===== src/rtl/traffic_light_monitor_if.sv =====
// Light inputs and checker results of traffic_light_monitor, grouped for connection.
// master drives the lights (controller side), slave is the monitor.
`timescale 1ns/1ps
interface traffic_light_monitor_if;
    logic [2:0] main_lights;
    logic [2:0] sec_lights;
    logic [1:0] pea_lights;
    logic [2:0] phase;
    logic       err_valid;
    logic [2:0] err_code;
    logic       err_sticky;
    logic [7:0] cycle_count;
    logic [7:0] ped_count;

    modport master (
        output main_lights, sec_lights, pea_lights,
        input  phase, err_valid, err_code, err_sticky, cycle_count, ped_count
    );
    modport slave (
        input  main_lights, sec_lights, pea_lights,
        output phase, err_valid, err_code, err_sticky, cycle_count, ped_count
    );
endinterface


===== src/rtl/traffic_light_monitor.sv =====
// Passive checker: decodes light patterns into phases, checks transitions and phase durations.
// Optional macro TLM_PED_COUNT_EN enables the pedestrian-green entry counter.
`timescale 1ns/1ps
module traffic_light_monitor #(
    parameter int unsigned FPGAFREQ      = 50_000_000,
    parameter int unsigned T_GREENMAIN   = 18,
    parameter int unsigned T_YELLOWMAIN  = 4,
    parameter int unsigned T_GREENSEC    = 10,
    parameter int unsigned T_YELLOWSEC   = 3,
    parameter int unsigned T_GREENPEATON = 5,
    parameter int unsigned T_REDPEATON   = 2,
    parameter int unsigned T_RESET       = 3,
    parameter int unsigned TOL_CYCLES    = 2
) (
    input  logic                  clk,
    input  logic                  reset,
    traffic_light_monitor_if.slave mon
);
    typedef enum logic [2:0] {
        ALLRED  = 3'd0,
        MG      = 3'd1,
        MY      = 3'd2,
        SG      = 3'd3,
        SY      = 3'd4,
        PG      = 3'd5,
        ILLEGAL = 3'd7
    } phase_e;

    function automatic int unsigned max2(int unsigned a, int unsigned b);
        return (a > b) ? a : b;
    endfunction

    localparam int unsigned T_MAX = max2(max2(max2(T_GREENMAIN, T_YELLOWMAIN), max2(T_GREENSEC, T_YELLOWSEC)),
                                         max2(max2(T_GREENPEATON, T_REDPEATON), T_RESET));
    localparam int unsigned DURW  = $clog2((T_MAX + 1) * FPGAFREQ + TOL_CYCLES + 1);

    typedef logic [DURW-1:0] dur_t;
    typedef logic [DURW:0]   dur_wide_t;

    function automatic phase_e decode(logic [2:0] m, logic [2:0] s, logic [1:0] p);
        case ({m, s, p})
            8'b100_100_10: return ALLRED;
            8'b001_100_10: return MG;
            8'b010_100_10: return MY;
            8'b100_001_10: return SG;
            8'b100_010_10: return SY;
            8'b100_100_01: return PG;
            default:       return ILLEGAL;
        endcase
    endfunction

    function automatic logic legal(phase_e from, phase_e to);
        return (from == ALLRED && to == MG) || (from == MG && to == MY) ||
               (from == MY && to == SG)     || (from == SG && to == SY) ||
               (from == SY && to == MG)     || (from == SY && to == PG) ||
               (from == PG && to == ALLRED);
    endfunction

    function automatic dur_wide_t expected(phase_e ph, logic first_red);
        int unsigned secs;
        case (ph)
            ALLRED:  secs = first_red ? T_RESET : T_REDPEATON;
            MG:      secs = T_GREENMAIN;
            MY:      secs = T_YELLOWMAIN;
            SG:      secs = T_GREENSEC;
            SY:      secs = T_YELLOWSEC;
            PG:      secs = T_GREENPEATON;
            default: secs = 0;
        endcase
        return dur_wide_t'(secs * FPGAFREQ);
    endfunction

    phase_e     phase_q, phase_d, cur_phase;
    dur_t       elapsed_q, elapsed_d;
    logic       first_red_q, first_red_d;
    logic       err_valid_q, err_valid_d;
    logic [2:0] err_code_q, err_code_d;
    logic       err_sticky_q, err_sticky_d;
    logic [7:0] cycle_count_q, cycle_count_d;
    logic       changed;
    logic [2:0] code;
    dur_wide_t  exp_cur;
`ifdef TLM_PED_COUNT_EN
    logic [7:0] ped_count_q, ped_count_d;
`endif

    // Raw lights are decoded and compared against the held phase in the same cycle,
    // so phase and any error pulse appear together one clock after the light change.
    always_comb begin
        cur_phase     = decode(mon.main_lights, mon.sec_lights, mon.pea_lights);
        changed       = (cur_phase != phase_q);
        exp_cur       = expected(phase_q, first_red_q);
        phase_d       = cur_phase;
        elapsed_d     = changed ? dur_t'(1) : ((elapsed_q == '1) ? elapsed_q : elapsed_q + dur_t'(1));
        first_red_d   = first_red_q & ~(changed & (phase_q == ALLRED));
        cycle_count_d = cycle_count_q + ((changed && cur_phase == MG) ? 8'd1 : 8'd0);
        code          = 3'd0;
        if (changed) begin
            if (cur_phase == ILLEGAL) begin
                code = 3'd1;
            end else if (phase_q != ILLEGAL) begin
                if (!legal(phase_q, cur_phase))
                    code = 3'd2;
                else if ((dur_wide_t'(elapsed_q) + dur_wide_t'(TOL_CYCLES)) < exp_cur)
                    code = 3'd3;
            end
        end else if (phase_q != ILLEGAL &&
                     dur_wide_t'(elapsed_d) == exp_cur + dur_wide_t'(TOL_CYCLES + 1)) begin
            code = 3'd4;
        end
        err_valid_d  = (code != 3'd0);
        err_code_d   = err_valid_d ? code : err_code_q;
        err_sticky_d = err_sticky_q | err_valid_d;
`ifdef TLM_PED_COUNT_EN
        ped_count_d  = ped_count_q + ((changed && cur_phase == PG) ? 8'd1 : 8'd0);
`endif
    end

    always_ff @(posedge clk or posedge reset) begin
        if (reset) begin
            phase_q       <= ALLRED;
            elapsed_q     <= '0;
            first_red_q   <= 1'b1;
            err_valid_q   <= 1'b0;
            err_code_q    <= '0;
            err_sticky_q  <= 1'b0;
            cycle_count_q <= '0;
`ifdef TLM_PED_COUNT_EN
            ped_count_q   <= '0;
`endif
        end else begin
            phase_q       <= phase_d;
            elapsed_q     <= elapsed_d;
            first_red_q   <= first_red_d;
            err_valid_q   <= err_valid_d;
            err_code_q    <= err_code_d;
            err_sticky_q  <= err_sticky_d;
            cycle_count_q <= cycle_count_d;
`ifdef TLM_PED_COUNT_EN
            ped_count_q   <= ped_count_d;
`endif
        end
    end

    assign mon.phase       = phase_q;
    assign mon.err_valid   = err_valid_q;
    assign mon.err_code    = err_code_q;
    assign mon.err_sticky  = err_sticky_q;
    assign mon.cycle_count = cycle_count_q;
`ifdef TLM_PED_COUNT_EN
    assign mon.ped_count   = ped_count_q;
`else
    assign mon.ped_count   = '0;
`endif
endmodule


===== src/flat_wrapper.sv =====
// flat-port wrapper written by rule: the top's interface ports become plain ports
module traffic_light_monitor_flat 
#(
    parameter int unsigned FPGAFREQ      = 50_000_000,
    parameter int unsigned T_GREENMAIN   = 18,
    parameter int unsigned T_YELLOWMAIN  = 4,
    parameter int unsigned T_GREENSEC    = 10,
    parameter int unsigned T_YELLOWSEC   = 3,
    parameter int unsigned T_GREENPEATON = 5,
    parameter int unsigned T_REDPEATON   = 2,
    parameter int unsigned T_RESET       = 3,
    parameter int unsigned TOL_CYCLES    = 2
)
  (clk, reset, mon_main_lights, mon_sec_lights, mon_pea_lights, mon_phase, mon_err_valid, mon_err_code, mon_err_sticky, mon_cycle_count, mon_ped_count);
  traffic_light_monitor_if mon_i ();
  input  logic clk;
  input  logic reset;
  input wire logic [$bits(mon_i.main_lights)-1:0] mon_main_lights;
  input wire logic [$bits(mon_i.sec_lights)-1:0] mon_sec_lights;
  input wire logic [$bits(mon_i.pea_lights)-1:0] mon_pea_lights;
  output wire logic [$bits(mon_i.phase)-1:0] mon_phase;
  output wire logic [$bits(mon_i.err_valid)-1:0] mon_err_valid;
  output wire logic [$bits(mon_i.err_code)-1:0] mon_err_code;
  output wire logic [$bits(mon_i.err_sticky)-1:0] mon_err_sticky;
  output wire logic [$bits(mon_i.cycle_count)-1:0] mon_cycle_count;
  output wire logic [$bits(mon_i.ped_count)-1:0] mon_ped_count;
  assign mon_i.main_lights = mon_main_lights;
  assign mon_i.sec_lights = mon_sec_lights;
  assign mon_i.pea_lights = mon_pea_lights;
  assign mon_phase = mon_i.phase;
  assign mon_err_valid = mon_i.err_valid;
  assign mon_err_code = mon_i.err_code;
  assign mon_err_sticky = mon_i.err_sticky;
  assign mon_cycle_count = mon_i.cycle_count;
  assign mon_ped_count = mon_i.ped_count;
  traffic_light_monitor #(.FPGAFREQ(FPGAFREQ), .T_GREENMAIN(T_GREENMAIN), .T_YELLOWMAIN(T_YELLOWMAIN), .T_GREENSEC(T_GREENSEC), .T_YELLOWSEC(T_YELLOWSEC), .T_GREENPEATON(T_GREENPEATON), .T_REDPEATON(T_REDPEATON), .T_RESET(T_RESET), .TOL_CYCLES(TOL_CYCLES)) u_core (.clk(clk), .reset(reset), .mon(mon_i));
endmodule

===== config.mk =====
export PLATFORM = sky130hd
export DESIGN_NAME = traffic_light_monitor_flat
export DESIGN_NICKNAME = d
export VERILOG_FILES = /design/src/rtl/traffic_light_monitor_if.sv /design/src/rtl/traffic_light_monitor.sv /design/src/flat_wrapper.sv
export SDC_FILE = /design/constraint.sdc
export NUM_CORES = 1
export LEC_CHECK = 0
export CELL_PAD_IN_SITES_DETAIL_PLACEMENT = 0
export CELL_PAD_IN_SITES_GLOBAL_PLACEMENT = 2
export CORE_MARGIN = 10
export CORE_UTILIZATION = 39
export DETAILED_ROUTE_END_ITERATION = 16
export GPL_ROUTABILITY_DRIVEN = 0
export PLACE_DENSITY_LB_ADDON = 0.15
export SYNTH_ARGS = -nofsm -noshare
export SYNTH_HDL_FRONTEND = slang
export SYNTH_SLANG_ARGS = --single-unit

===== constraint.sdc =====
create_clock -name clk -period 8.4 [get_ports clk]
set_input_delay 1.68 -clock clk [delete_from_list [all_inputs] [get_ports clk]]
set_output_delay 1.68 -clock clk [all_outputs]
set_load 0.05 [all_outputs]

Yosys cells after proc, flatten, opt, wreduce, memory -nomap -nowiden

Index checks and enable logic that the tools add are counted.

Output and inout bits: 24
Bits of input ports: 10
Logic and storage cells: 68
Bits in registers: 47

Mux-type cells: 12
Magnitude comparators: 1
Bitwise operators: 4
Add/subtract/negate cells: 4
Reductions and logical operators: 18
Eq/ne operators: 21
Multiply operators: 1

Operator list:

| operator                 | number |
|---|---|
| $pmux W32 S6             | 1 |
| $mux W30                 | 2 |
| $eq A8 B8 Y1 const B     | 4 |
| $mul A32 B19 Y24 const B | 1 |
| $add A30 B2 Y31 const B  | 1 |
| $add A31 B2 Y31 const B  | 1 |
| $eq A30 B31 Y1           | 1 |
| $lt A31 B31 Y1           | 1 |
| $add A30 B1 Y30 const B  | 1 |
| $eq A30 B30 Y1 const B   | 1 |
| $pmux W3 S6              | 1 |
| $eq A3 B3 Y1 const B     | 5 |
| $mux W3                  | 5 |
| $eq A3 B2 Y1 const B     | 4 |
| $logic_and A1 B1 Y1      | 9 |
| $add A8 B8 Y8            | 1 |
| $eq A8 B6 Y1 const B     | 1 |
| $eq A8 B7 Y1 const B     | 1 |
| $eq A3 B1 Y1 const B     | 2 |
| $logic_not A3 Y1         | 2 |
| $logic_or A1 B1 Y1       | 6 |
| $ne A3 B3 Y1             | 1 |
| $ne A3 B3 Y1 const B     | 1 |
| $reduce_bool A3 Y1       | 1 |
| other kinds (5)          | 7 |

Logic depth before layout (Yosys ltp)

Gate-level depths: netlist (run 1).

Depth after elaboration: 16
Gate-level depth with buffers: 31

Worst setup path before layout (run 1)

OpenSTA, ideal clock, no wires.

Path kind: reg2reg
Start point: register u_core.phase_q[0] (netlist: u_core.mon.phase[0])
End point: register u_core.err_code_q[0] (netlist: u_core.mon.err_code[0])
Data required time: 8.278 ns
Cell stages (with the launch flop): 31
Arrival: 7.155 ns
Path slack: 1.124 ns
Buffers on the path: 1
Setup time: 0.122 ns
Cells stage by stage: dfrtp_1 buf_2 nand2b_1 a21oi_1 ha_1 fa_1 ha_1 inv_1 fa_1 inv_1 ha_1 ha_1 ha_1 a21o_1 a221o_1 a31oi_1 nor3_1 o31ai_1 xnor2_1 inv_1 ha_1 nand4_1 nor4_1 o21ai_0 nor2_1 a2111oi_0 o311a_1 o22ai_1 a21boi_0 inv_1 a32o_1

Longest elaborated chain between the ends: 13
Elaborated cells between the ends (all ways): 35

Ends and longest elaborated chain:

| item                                                                      | RTL line                     | source |
|---|---|---|
| start: declaration                                                        | traffic_light_monitor.sv:73  | `phase_e phase_q, phase_d, cur_phase;` |
| start signal: assignment                                                  | traffic_light_monitor.sv:132 | `phase_q <= phase_d;` |
| parallel branches: the longest is 11 deep, another holds $mul A32 B19 Y24 | n/a                          |  |
| $mux W3 *                                                                 | traffic_light_monitor.sv:98  | `if (changed) begin` |
| $reduce_bool A3 Y1                                                        | traffic_light_monitor.sv:111 | `err_valid_d = (code != 3'd0);` |
| end signal: assignment                                                    | traffic_light_monitor.sv:136 | `err_code_q <= err_code_d;` |
| end: declaration                                                          | traffic_light_monitor.sv:77  | `logic [2:0] err_code_q, err_code_d;` |

Mark *: on every way between the ends.
A chain may end at the register's enable or synchronous reset.

Worst setup path in the final report (run 1)

Ends and elaborated chain as after synthesis.

==> results of run 1 <==
==> registers in the layout (all words and copies together) (netlist names) <==
signal / count
u_core.elapsed_q: 30
u_core.mon.cycle_count: 8
u_core.mon.err_code: 3
u_core.mon.phase: 3
u_core.first_red_q: 1
u_core.mon.err_sticky: 1
u_core.mon.err_valid: 1
==> cells in the mapped netlist, types with 5 or more instances <==
master / instances / share of area (%)
sky130_fd_sc_hd__a211oi_1: 7 / 0.83
sky130_fd_sc_hd__a21o_1: 12 / 1.4
sky130_fd_sc_hd__a21oi_1: 28 / 2.2
sky130_fd_sc_hd__a31oi_1: 11 / 1.1
sky130_fd_sc_hd__and2_1: 9 / 0.89
sky130_fd_sc_hd__and3_1: 7 / 0.69
sky130_fd_sc_hd__and4_1: 6 / 0.83
sky130_fd_sc_hd__buf_2: 7 / 0.55
sky130_fd_sc_hd__buf_4: 8 / 0.95
sky130_fd_sc_hd__clkbuf_1: 11 / 0.65
sky130_fd_sc_hd__dfrtp_1: 46 / 18
sky130_fd_sc_hd__fa_1: 17 / 5.4
sky130_fd_sc_hd__ha_1: 96 / 19
sky130_fd_sc_hd__inv_1: 72 / 4.3
sky130_fd_sc_hd__mux2i_1: 8 / 1.3
sky130_fd_sc_hd__nand2_1: 44 / 2.6
sky130_fd_sc_hd__nand2b_1: 7 / 0.69
sky130_fd_sc_hd__nand3_1: 24 / 1.9
sky130_fd_sc_hd__nand4_1: 15 / 1.5
sky130_fd_sc_hd__nor2_1: 63 / 3.7
sky130_fd_sc_hd__nor2b_1: 8 / 0.79
sky130_fd_sc_hd__nor3_1: 24 / 1.9
sky130_fd_sc_hd__nor4_1: 10 / 0.99
sky130_fd_sc_hd__o2111a_1: 5 / 0.89
sky130_fd_sc_hd__o21a_1: 6 / 0.71
sky130_fd_sc_hd__o21ai_0: 21 / 1.7
sky130_fd_sc_hd__or3_1: 7 / 0.69
sky130_fd_sc_hd__xnor2_1: 58 / 8.0
sky130_fd_sc_hd__xor2_1: 17 / 2.4
==> kinds of logic after synthesis <==
logic type	count (synthesis)
buffers and inverters	104
XOR/XNOR	81
AO/OA/AOI/OAI	135
AND/OR/NAND/NOR	248
flip-flops	47
adder cells (fa/ha/maj)	113
multiplexers	9
other	2
==> where the power goes <==
part | internal [mW] | switching [mW] | leakage [nW]
registers | 0.243 | 0.0357 | 0.620
logic | 0.0781 | 0.126 | 2.68
clock network | 0.127 | 0.0919 | 0.0772
==> routing by layer <==
metal  wire (µm)  part of all wire [%]
met1        9070                    48
met2        8530                    45
met3         834                   4.4
met4         354                   1.9
met5           0                     0
==> worst max-delay path, stage by stage (launching register included) <==
cell and delay (ns):
sky130_fd_sc_hd__dfrtp_1 0.61, sky130_fd_sc_hd__nand2b_1 0.23, sky130_fd_sc_hd__nor2_1 0.48, sky130_fd_sc_hd__ha_1 0.38
sky130_fd_sc_hd__fa_1 0.44, sky130_fd_sc_hd__ha_1 0.29, sky130_fd_sc_hd__ha_1 0.28, sky130_fd_sc_hd__ha_1 0.30
sky130_fd_sc_hd__fa_1 0.54, sky130_fd_sc_hd__fa_1 0.48, sky130_fd_sc_hd__a211oi_1 0.48, sky130_fd_sc_hd__o31ai_2 0.17
sky130_fd_sc_hd__a211oi_1 0.22, sky130_fd_sc_hd__nor3_1 0.10, sky130_fd_sc_hd__xnor2_1 0.26, sky130_fd_sc_hd__ha_1 0.31
sky130_fd_sc_hd__nand4_1 0.18, sky130_fd_sc_hd__nor4_1 0.08, sky130_fd_sc_hd__o21ai_0 0.11, sky130_fd_sc_hd__nor2_1 0.09
sky130_fd_sc_hd__a2111oi_0 0.51, sky130_fd_sc_hd__o311a_1 0.32, sky130_fd_sc_hd__o22ai_1 0.11, sky130_fd_sc_hd__a21boi_0 0.24
sky130_fd_sc_hd__inv_1 0.11, sky130_fd_sc_hd__a32o_1 0.25
==> worst max-delay path by stage <==
stage	end	slack, ns	cells past startpoint
6_report	u_core.mon.err_code[0]$_DFFE_PP0P_	0.69	25
5_1_grt	u_core.mon.err_code[0]$_DFFE_PP0P_	0.05	29
4_1_cts	u_core.mon.err_code[0]$_DFFE_PP0P_	0.58	28
3_5_place_dp	u_core.mon.err_code[0]$_DFFE_PP0P_	0.60	28
3_3_place_gp	u_core.mon.err_code[0]$_DFFE_PP0P_	0.85	27
2_1_floorplan	u_core.mon.err_code[0]$_DFFE_PP0P_	1.12	30
==> repair_timing <==
action | in CTS | in global routing
setup endpoints to repair | 0 | 3
resized for setup | 0 | 3
setup buffers | 0 | 0
==> area by class of cell <==
cell class,count,area [µm²]
inverter,73,274
multi-input combinational,597,4750
timing repair buffer,33,310
tap,216,270
fill,1642,8940
sequential,47,1180
clock buffer,8,156
==> flow_summary_export.csv, run 1 <==
group,metric,value,unit
critical_path,reg2reg_slack,0.69,ns
routing,routed-via-count,5450,
clock_tree,tritoncts_clock_tree,"built",
synth,combinational_family_with_the_most_area_after_synthesis,"adder cells",
power,leakage,3.38,nW
critical_path,reg2reg_to,"u_core.mon.err_code[0]$_DFFE_PP0P_",
timing,period_minus_slack,7.71,ns
global_routing,use_met3,2.46,%
die,floorplan.die_area,21700,µm²
critical_path,critical_path_arrival,7.89,ns
timing,tightest_slew,1.09,ns
finish,final_net_count,880,
global_routing,via_count_of_the_first_global_routing_pass,5525,
synth,cells_after_synth,739,
clock_tree,cts_hold_repair.buffers,0,
routing,post_drt_wl_per_cell,19.3,µm
finish,drive_above_1_share,5.67,%
placed_design,count_of_buffers_inserted_at_the_top_level_ports,25,
timing,final_max_slew_viol_count,0,
global_routing,grt.busiest_layer,"met2",
timing,final_min_period_over_clock_period,91.8,%
placed_design,dp_worst_setup_slack,0.597,ns
global_routing,grtUsageMet1,23.9,%
placed_design,number_of_cells_after_detailed_placement,966,
clock_tree,clockBufferDepth,2,
clock_tree,numClockSinks,47,
status,run_status,"finished clean",
finish,final_area,6940,µm²
timing,setup-violations-final,0,
finish,area_growth_syn_to_layout,9.84,%
die,initial_core_util,39.8,%
global_routing,wire_length_of_the_first_global_routing_pass,30400,µm
timing,final.hold.worst_slack,0.481,ns
synth,synth_simple_gate_area_share,20.9,%
synth,async_reset_ff_share,100,%
die,dieWidth,147,µm
hold_path,holdPathStages,1,
synth,synth-main-ff-cell,"sky130_fd_sc_hd__dfrtp_1",
synth,muxShareOfSynthArea,1.45,%
timing,timing.slew.headroom,27.4,%
die,coreArea,15900,µm²
hold_path,worstHoldPathType,"register to register",
clock_tree,numCtsBuffers,5,
timing,final.setup.tns,0,ns
clock_tree,clockRootBuffer,"sky130_fd_sc_hd__clkbuf_16",
timing,timing.clock.skew,0.00529,ns
critical_path,worst-path-max-fanout,12,
routing,drtPass1Iterations,5,
finish,final_cell_mix,"96 x sky130_fd_sc_hd__ha_1, 71 x sky130_fd_sc_hd__inv_1, 63 x sky130_fd_sc_hd__nor2_1",
placed_design,hpwl,15400,µm
critical_path,timing.critical_path.required,8.58,ns
synth,yosys.area_share.adder,24.4,%
hold_path,whs_endpoint,"u_core.mon.cycle_count[7]$_DFF_PP0_",
power,power_density,101,nW/µm²
global_routing,grt_antenna_before_repair,0,
routing,route.antenna.remaining_nets,0,
critical_path,timing.critical_path.from,"u_core.mon.phase[0]$_DFF_PP0_",
die,top_level_ports,34,
critical_path,worstRegToRegCells,25,
critical_path,r2r_start,"u_core.mon.phase[0]$_DFF_PP0_",
timing,fmax,130,MHz
routing,finalWirelength,18800,µm
critical_path,setup.worst_path.end_class,"register",
die,placement_rows,46,
clock_tree,clkTransAtPathRegs,0.07,ns
hold_path,min_from,"u_core.mon.cycle_count[7]$_DFF_PP0_",
synth,post_synth_edffs,0,
finish,diodes,0,
routing,via_per_inst,5.60,
global_routing,grt_overflow,0,
synth,synthDistinctLibCells,83,
die,chipHeight,147,µm
timing,rsz0062_at_grt,"false",
clock_tree,htreeDepth,2,
placed_design,detailed_place.area,6780,µm²
finish,fin_cells,974,
global_routing,met2_usage,28.2,%
global_routing,globalRouteTotalUtil,17.3,%
timing,postLayoutSetupSlackWorst,0.689,ns
routing,initialDrtViolationCount,303,
run,timing.max_cap.violations,0,
synth,syn-cell-area,6320,µm²
synth,synth.ff_latch_count,47,
synth,mean_cell_area_of_the_mapped_netlist,8.55,µm²
finish,layout.cells.most_common,"sky130_fd_sc_hd__ha_1",
synth,ys_seq_area_share,18.6,%
synth,ys.warnings.count,0,
timing,finalHoldViolations,0,
power,vdd_drop_max,0.0000899,V
routing,remaining_drc_errors,0,
clock_tree,insertion_delay,0.29,ns
synth,synth-compound-area-share,15.4,%
global_routing,grt_start_max_net_pins,48,
synth,synthXorXnorAreaFrac,12.2,%
critical_path,worstSetupStartpointType,"register",
power,p_total,0.702,mW
critical_path,worstSetupPathType,"register to register",
finish,final_core_util,43.7,%
Power figures use the tool's default switching activity.
==> inputs of run 2 (changes only) <==
- PLACE_DENSITY: default -> 0.94
- PLACE_DENSITY_LB_ADDON: 0.15 -> default
- SLEW_MARGIN: default -> 0
==> run 2 against run 1 <==
  * Sequential share of layout area about the same
  * Combinational power down 2%
  * Final cell count decreased by 0.21%
  * Non-clock buffer count is 2 lower
  * Maximum frequency decreased by 1.6%
  * Critical endpoint unchanged
  * Sequential power barely moved
  * Critical path depth is 1 higher
  * Largest power group unchanged
  * Count of clock-buffer cells in the layout shrank 2
  * Power rose by 3.3%
  * Clock power rose by 13%
  * Clock skew rose by 0.0027 ns
  * Register-to-register slack worse by 0.12 ns
==> flow_summary_export.csv, run 2 (synthesis results as in run 1) <==
group,metric,value,unit
die,top_level_ports,34,
timing,final.hold.worst_slack,0.473,ns
timing,timing.clock.skew,0.00803,ns
timing,timing.slew.headroom,23.2,%
timing,rsz0062_at_grt,"false",
timing,finalHoldViolations,0,
routing,finalWirelength,17700,µm
finish,drive_above_1_share,5.16,%
finish,fin_cells,972,
placed_design,dp_worst_setup_slack,0.640,ns
global_routing,met2_usage,27.8,%
clock_tree,clockRootBuffer,"sky130_fd_sc_hd__clkbuf_16",
clock_tree,numCtsBuffers,5,
routing,via_per_inst,5.63,
clock_tree,number_of_gates_resized_after_cts,0,
timing,final_min_period_over_clock_period,93.2,%
routing,routed-via-count,5473,
finish,largest_register_ffs,30,
finish,multiInputGateArea,4740,µm²
global_routing,grt_antenna_before_repair,0,
placed_design,count_of_buffers_inserted_at_the_top_level_ports,25,
clock_tree,clockBufferDepth,2,
global_routing,grt_start_max_net_pins,48,
critical_path,critical_path_arrival,8.03,ns
finish,final_cell_mix,"96 x sky130_fd_sc_hd__ha_1, 71 x sky130_fd_sc_hd__inv_1, 63 x sky130_fd_sc_hd__nor2_1",
clock_tree,tritoncts_clock_tree,"built",
global_routing,wire_length_of_the_first_global_routing_pass,29400,µm
placed_design,detailed_place.area,6750,µm²
timing,fmax,128,MHz
critical_path,worst-path-max-fanout,14,
global_routing,globalRouteTotalUtil,16.6,%
clock_tree,post-cts-setup-buffer-count,0,
power,leakage,3.38,nW
finish,diodes,0,
critical_path,timing.critical_path.required,8.60,ns
timing,final.setup.tns,0,ns
critical_path,critPathBufInv,3,
timing,postLayoutSetupSlackWorst,0.567,ns
critical_path,worstSetupPathType,"register to register",
clock_tree,htreeDepth,2,
finish,area_growth_syn_to_layout,9.70,%
die,coreArea,15900,µm²
finish,final_core_util,43.6,%
finish,final_area,6930,µm²
timing,tightest_slew,1.14,ns
finish,fillers,1623,
die,chipHeight,147,µm
power,power_density,105,nW/µm²
finish,final_net_count,878,
placed_design,number_of_cells_after_detailed_placement,964,
timing,final_max_slew_viol_count,0,
finish,layout.cells.most_common,"sky130_fd_sc_hd__ha_1",
finish,area.sequential,1180,µm²
critical_path,cp_slowest_cell,"sky130_fd_sc_hd__dfrtp_1",
routing,initialDrtViolationCount,359,
hold_path,worstHoldPathType,"register to register",
critical_path,critical_path.top_delay_family,"adder cells",
routing,route.antenna.remaining_nets,0,
global_routing,grtUsageMet1,21.4,%
power,vdd_drop_max,0.000134,V
critical_path,setup.worst_path.end_class,"register",
die,floorplan.die_area,21700,µm²
routing,post_drt_wl_per_cell,18.2,µm
global_routing,grt_overflow,0,
run,timing.max_cap.violations,0,
critical_path,worstSetupStartpointType,"register",
critical_path,crit_path_frequent_cell,"sky130_fd_sc_hd__ha_1",
global_routing,grt.busiest_layer,"met2",
critical_path,worst_path_largest_cell_delay,0.55,ns
die,dieWidth,147,µm
critical_path,reg2reg_slack,0.57,ns
status,run_status,"finished clean",
clock_tree,numClockSinks,47,
global_routing,use_met3,2.64,%
die,initial_core_util,39.8,%
finish,regMostFlops,"u_core.elapsed_q",
power,p_total,0.726,mW
global_routing,via_count_of_the_first_global_routing_pass,5534,
clock_tree,clkTransAtPathRegs,0.07,ns
die,placement_rows,46,
timing,period_minus_slack,7.83,ns
routing,drtPass1Iterations,5,
timing,setup-violations-final,0,
routing,remaining_drc_errors,0,
clock_tree,cts_hold_repair.buffers,0,
placed_design,hpwl,14400,µm
clock_tree,insertion_delay,0.30,ns
[run 2: final timing paths]
path,startpoint,endpoint,cells past startpoint
worst min-delay path,u_core.mon.cycle_count[7]$_DFF_PP0_,u_core.mon.cycle_count[7]$_DFF_PP0_,1
worst min register to register,u_core.mon.cycle_count[7]$_DFF_PP0_,u_core.mon.cycle_count[7]$_DFF_PP0_,1
min in group asynchronous,reset,u_core.elapsed_q[1]$_DFF_PP0_,2
worst max register to register,u_core.mon.phase[2]$_DFF_PP0_,u_core.mon.err_code[0]$_DFFE_PP0P_,26
worst max-delay path,u_core.mon.phase[2]$_DFF_PP0_,u_core.mon.err_code[0]$_DFFE_PP0P_,26
max in group asynchronous,reset,u_core.elapsed_q[10]$_DFF_PP0_,2
[run 2: layer usage]
metal	share of wire, %	up-vias
met1	46	2671
li1	-	2655
met4	2.1	0
met3	4.1	25
met2	48	122
met5	0	-
[run 2: area by class of cell]
type	count	share of cell area [%]
clock buffers	6	2.00
clock inverters	2	0.560
inverters	73	3.95
multi-input cells	597	68.3
flip-flops and latches	47	17.0
well taps	216	3.90
repair buffers	31	4.26
[run 2: where the power goes]
part           internal (mW)  total [mW]  switching [mW]
Sequential             0.243       0.279          0.0353
Clock                  0.150       0.248          0.0979
Combinational         0.0776       0.199           0.122
==> inputs of run 3 (changes only) <==
- GPL_ROUTABILITY_DRIVEN: 0 -> default
==> run 3 against run 2 <==
  * Critical endpoint unchanged
  * Critical path depth fell by 1
  * Routed wire length rose by 1.8%
  * Die area did not move
  * Via count fell by 0.20%
  * Critical path type unchanged
  * Maximum frequency fell by 0.11%
==> flow_summary_export.csv, run 3 (synthesis results as in run 1) <==
group,metric,value,unit
die,chipHeight,147,µm
routing,routed-wl-met2,8420,µm
routing,dr_wl_met3,943,µm
clock_tree,clkTransAtPathRegs,0.08,ns
timing,final.setup.tns,0,ns
finish,diodes,0,
critical_path,crit_path_frequent_cell,"sky130_fd_sc_hd__ha_1",
timing,timing.clock.skew,0.00753,ns
critical_path,critical_path_arrival,8.03,ns
global_routing,wire_length_of_the_first_global_routing_pass,29400,µm
routing,highest_layer,"met5",
die,floorplan.die_area,21700,µm²
clock_tree,tritoncts_clock_tree,"built",
run,timing.max_cap.violations,0,
critical_path,setup.worst_path.end_class,"register",
finish,fillers,1617,
power,vdd_drop_max,0.0000885,V
die,top_level_ports,34,
timing,period_minus_slack,7.84,ns
critical_path,worst_path_largest_cell_delay,0.61,ns
status,run_status,"finished clean",
routing,via_per_inst,5.62,
die,initial_core_util,39.8,%
die,placement_rows,46,
timing,tightest_slew,1.03,ns
global_routing,grt_antenna_before_repair,1,
die,coreArea,15900,µm²
finish,largest_register_ffs,30,
timing,final_min_period_over_clock_period,93.4,%
clock_tree,htreeDepth,2,
clock_tree,insertion_delay,0.30,ns
power,power_density,105,nW/µm²
power,leakage,3.38,nW
timing,timing.slew.headroom,30.9,%
routing,wirelength_met1,8310,µm
critical_path,cp_slowest_cell,"sky130_fd_sc_hd__nor2_1",
power,switching_portion_of_total_power,36.3,%
clock_tree,number_of_gates_resized_after_cts,0,
power,combinationalPowerShare,27.9,%
die,dieWidth,147,µm
finish,drive_above_1_share,5.16,%
timing,rsz0062_at_grt,"false",
routing,routed-via-count,5462,
placed_design,count_of_buffers_inserted_at_the_top_level_ports,25,
timing,fmax,128,MHz
global_routing,globalRouteTotalUtil,16.5,%
power,power.share.sequential,38.4,%
timing,final_max_slew_viol_count,0,
finish,final_net_count,878,
power,p_total,0.728,mW
global_routing,via_count_of_the_first_global_routing_pass,5433,
timing,setup-violations-final,0,
power,cellInternalPower,0.464,mW
critical_path,timing.critical_path.required,8.59,ns
global_routing,grt_start_max_net_pins,48,
routing,finalWirelength,18000,µm
clock_tree,numCtsBuffers,5,
finish,layout.cells.most_common,"sky130_fd_sc_hd__ha_1",
power,power.net_switching,0.264,mW
placed_design,gp_routability_congestion,0.993,
critical_path,reg2reg_slack,0.56,ns
hold_path,worstHoldPathType,"register to register",
finish,regMostFlops,"u_core.elapsed_q",
routing,post_drt_wl_per_cell,18.5,µm
clock_tree,post-cts-setup-buffer-count,0,
placed_design,hpwl,14700,µm
critical_path,worstSetupStartpointType,"register",
finish,area_growth_syn_to_layout,9.62,%
routing,remaining_drc_errors,0,
routing,route.antenna.remaining_nets,0,
routing,initialDrtViolationCount,468,
finish,area.sequential,1180,µm²
global_routing,grt_overflow,0,
critical_path,worstSetupPathType,"register to register",
clock_tree,clockRootBuffer,"sky130_fd_sc_hd__clkbuf_16",
clock_tree,numClockSinks,47,
timing,finalHoldViolations,0,
finish,final_core_util,43.6,%
routing,drtPass1Iterations,5,
finish,multiInputGateArea,4740,µm²
finish,final_cell_mix,"96 x sky130_fd_sc_hd__ha_1, 71 x sky130_fd_sc_hd__inv_1, 63 x sky130_fd_sc_hd__nor2_1",
critical_path,worst-path-max-fanout,14,
power,clock_power_share,33.7,%
clock_tree,cts_hold_repair.buffers,0,
clock_tree,clockBufferDepth,2,
-- run 3: cell types whose count changed in the layout (fill, tap and decap cells not counted) --
| cell | previous run | this run |
|---|---|---|
| sky130_fd_sc_hd__clkbuf_8 | 1 | 0 |
| sky130_fd_sc_hd__clkinv_4 | 0 | 1 |
-- run 3: power by group through the flow --
stage	clock network (mW)	logic (mW)	registers (mW)
final	0.245	0.203	0.280
after floorplan	0	0.156	0.270
after detailed placement	0	0.203	0.281
after global placement	0	0.199	0.281
after global routing	0.257	0.225	0.285
after CTS	0.247	0.203	0.278
-- run 3: worst paths after layout --
check                                                     from                             endpoint  cells past startpoint
min in group asynchronous                                reset        u_core.elapsed_q[3]$_DFF_PP0_                      2
max                              u_core.mon.phase[2]$_DFF_PP0_   u_core.mon.err_code[0]$_DFFE_PP0P_                     25
min reg2reg                u_core.mon.cycle_count[7]$_DFF_PP0_  u_core.mon.cycle_count[7]$_DFF_PP0_                      1
max reg2reg                      u_core.mon.phase[2]$_DFF_PP0_   u_core.mon.err_code[0]$_DFFE_PP0P_                     25
max in group asynchronous                                reset       u_core.elapsed_q[11]$_DFF_PP0_                      2
min                        u_core.mon.cycle_count[7]$_DFF_PP0_  u_core.mon.cycle_count[7]$_DFF_PP0_                      1
-- run 3: cell type report --
cell class / count / area share, %
Clock buffer: 5 / 1.81
Inverter: 73 / 3.96
Sequential cell: 47 / 17.0
Timing Repair Buffer: 31 / 4.26
Multi-Input combinational cell: 597 / 68.4
Tap cell: 216 / 3.90
Clock inverter: 3 / 0.686
-- run 3: routing by layer --
| layer | vias to the layer above | track usage [%] |
|---|---|---|
| met5 | - | 0 |
| met4 | 2 | 3.77 |
| met3 | 26 | 2.98 |
| met2 | 153 | 27.3 |
| met1 | 2630 | 21.9 |
| li1 | 2651 | - |
-- run 3: through the flow --
stage | setup WS (ns) | instances | cell area, µm² | hold slack [ns]
3_5_place_dp | 0.654 | 964 | 6750 | 0.466
2_1_floorplan | 1.12 | 748 | 6350 | 0.443
3_3_place_gp | 0.929 | 964 | 6750 | 0.461
6_report | 0.558 | 972 | 6930 | 0.477
4_1_cts | 0.621 | 972 | 6930 | 0.483
5_1_grt | 0.0135 | 972 | 6930 | 0.497
-- run 3: worst max-delay path, delay by kind of cell, from the launching register on --
family | cells | cell delay [ns]
simple gates | 6 | 1.29
fa+ha+maj | 8 | 3.06
xor+xnor | 1 | 0.27
flops | 1 | 0.53
compound gates | 9 | 2.46
buf+inv | 1 | 0.11
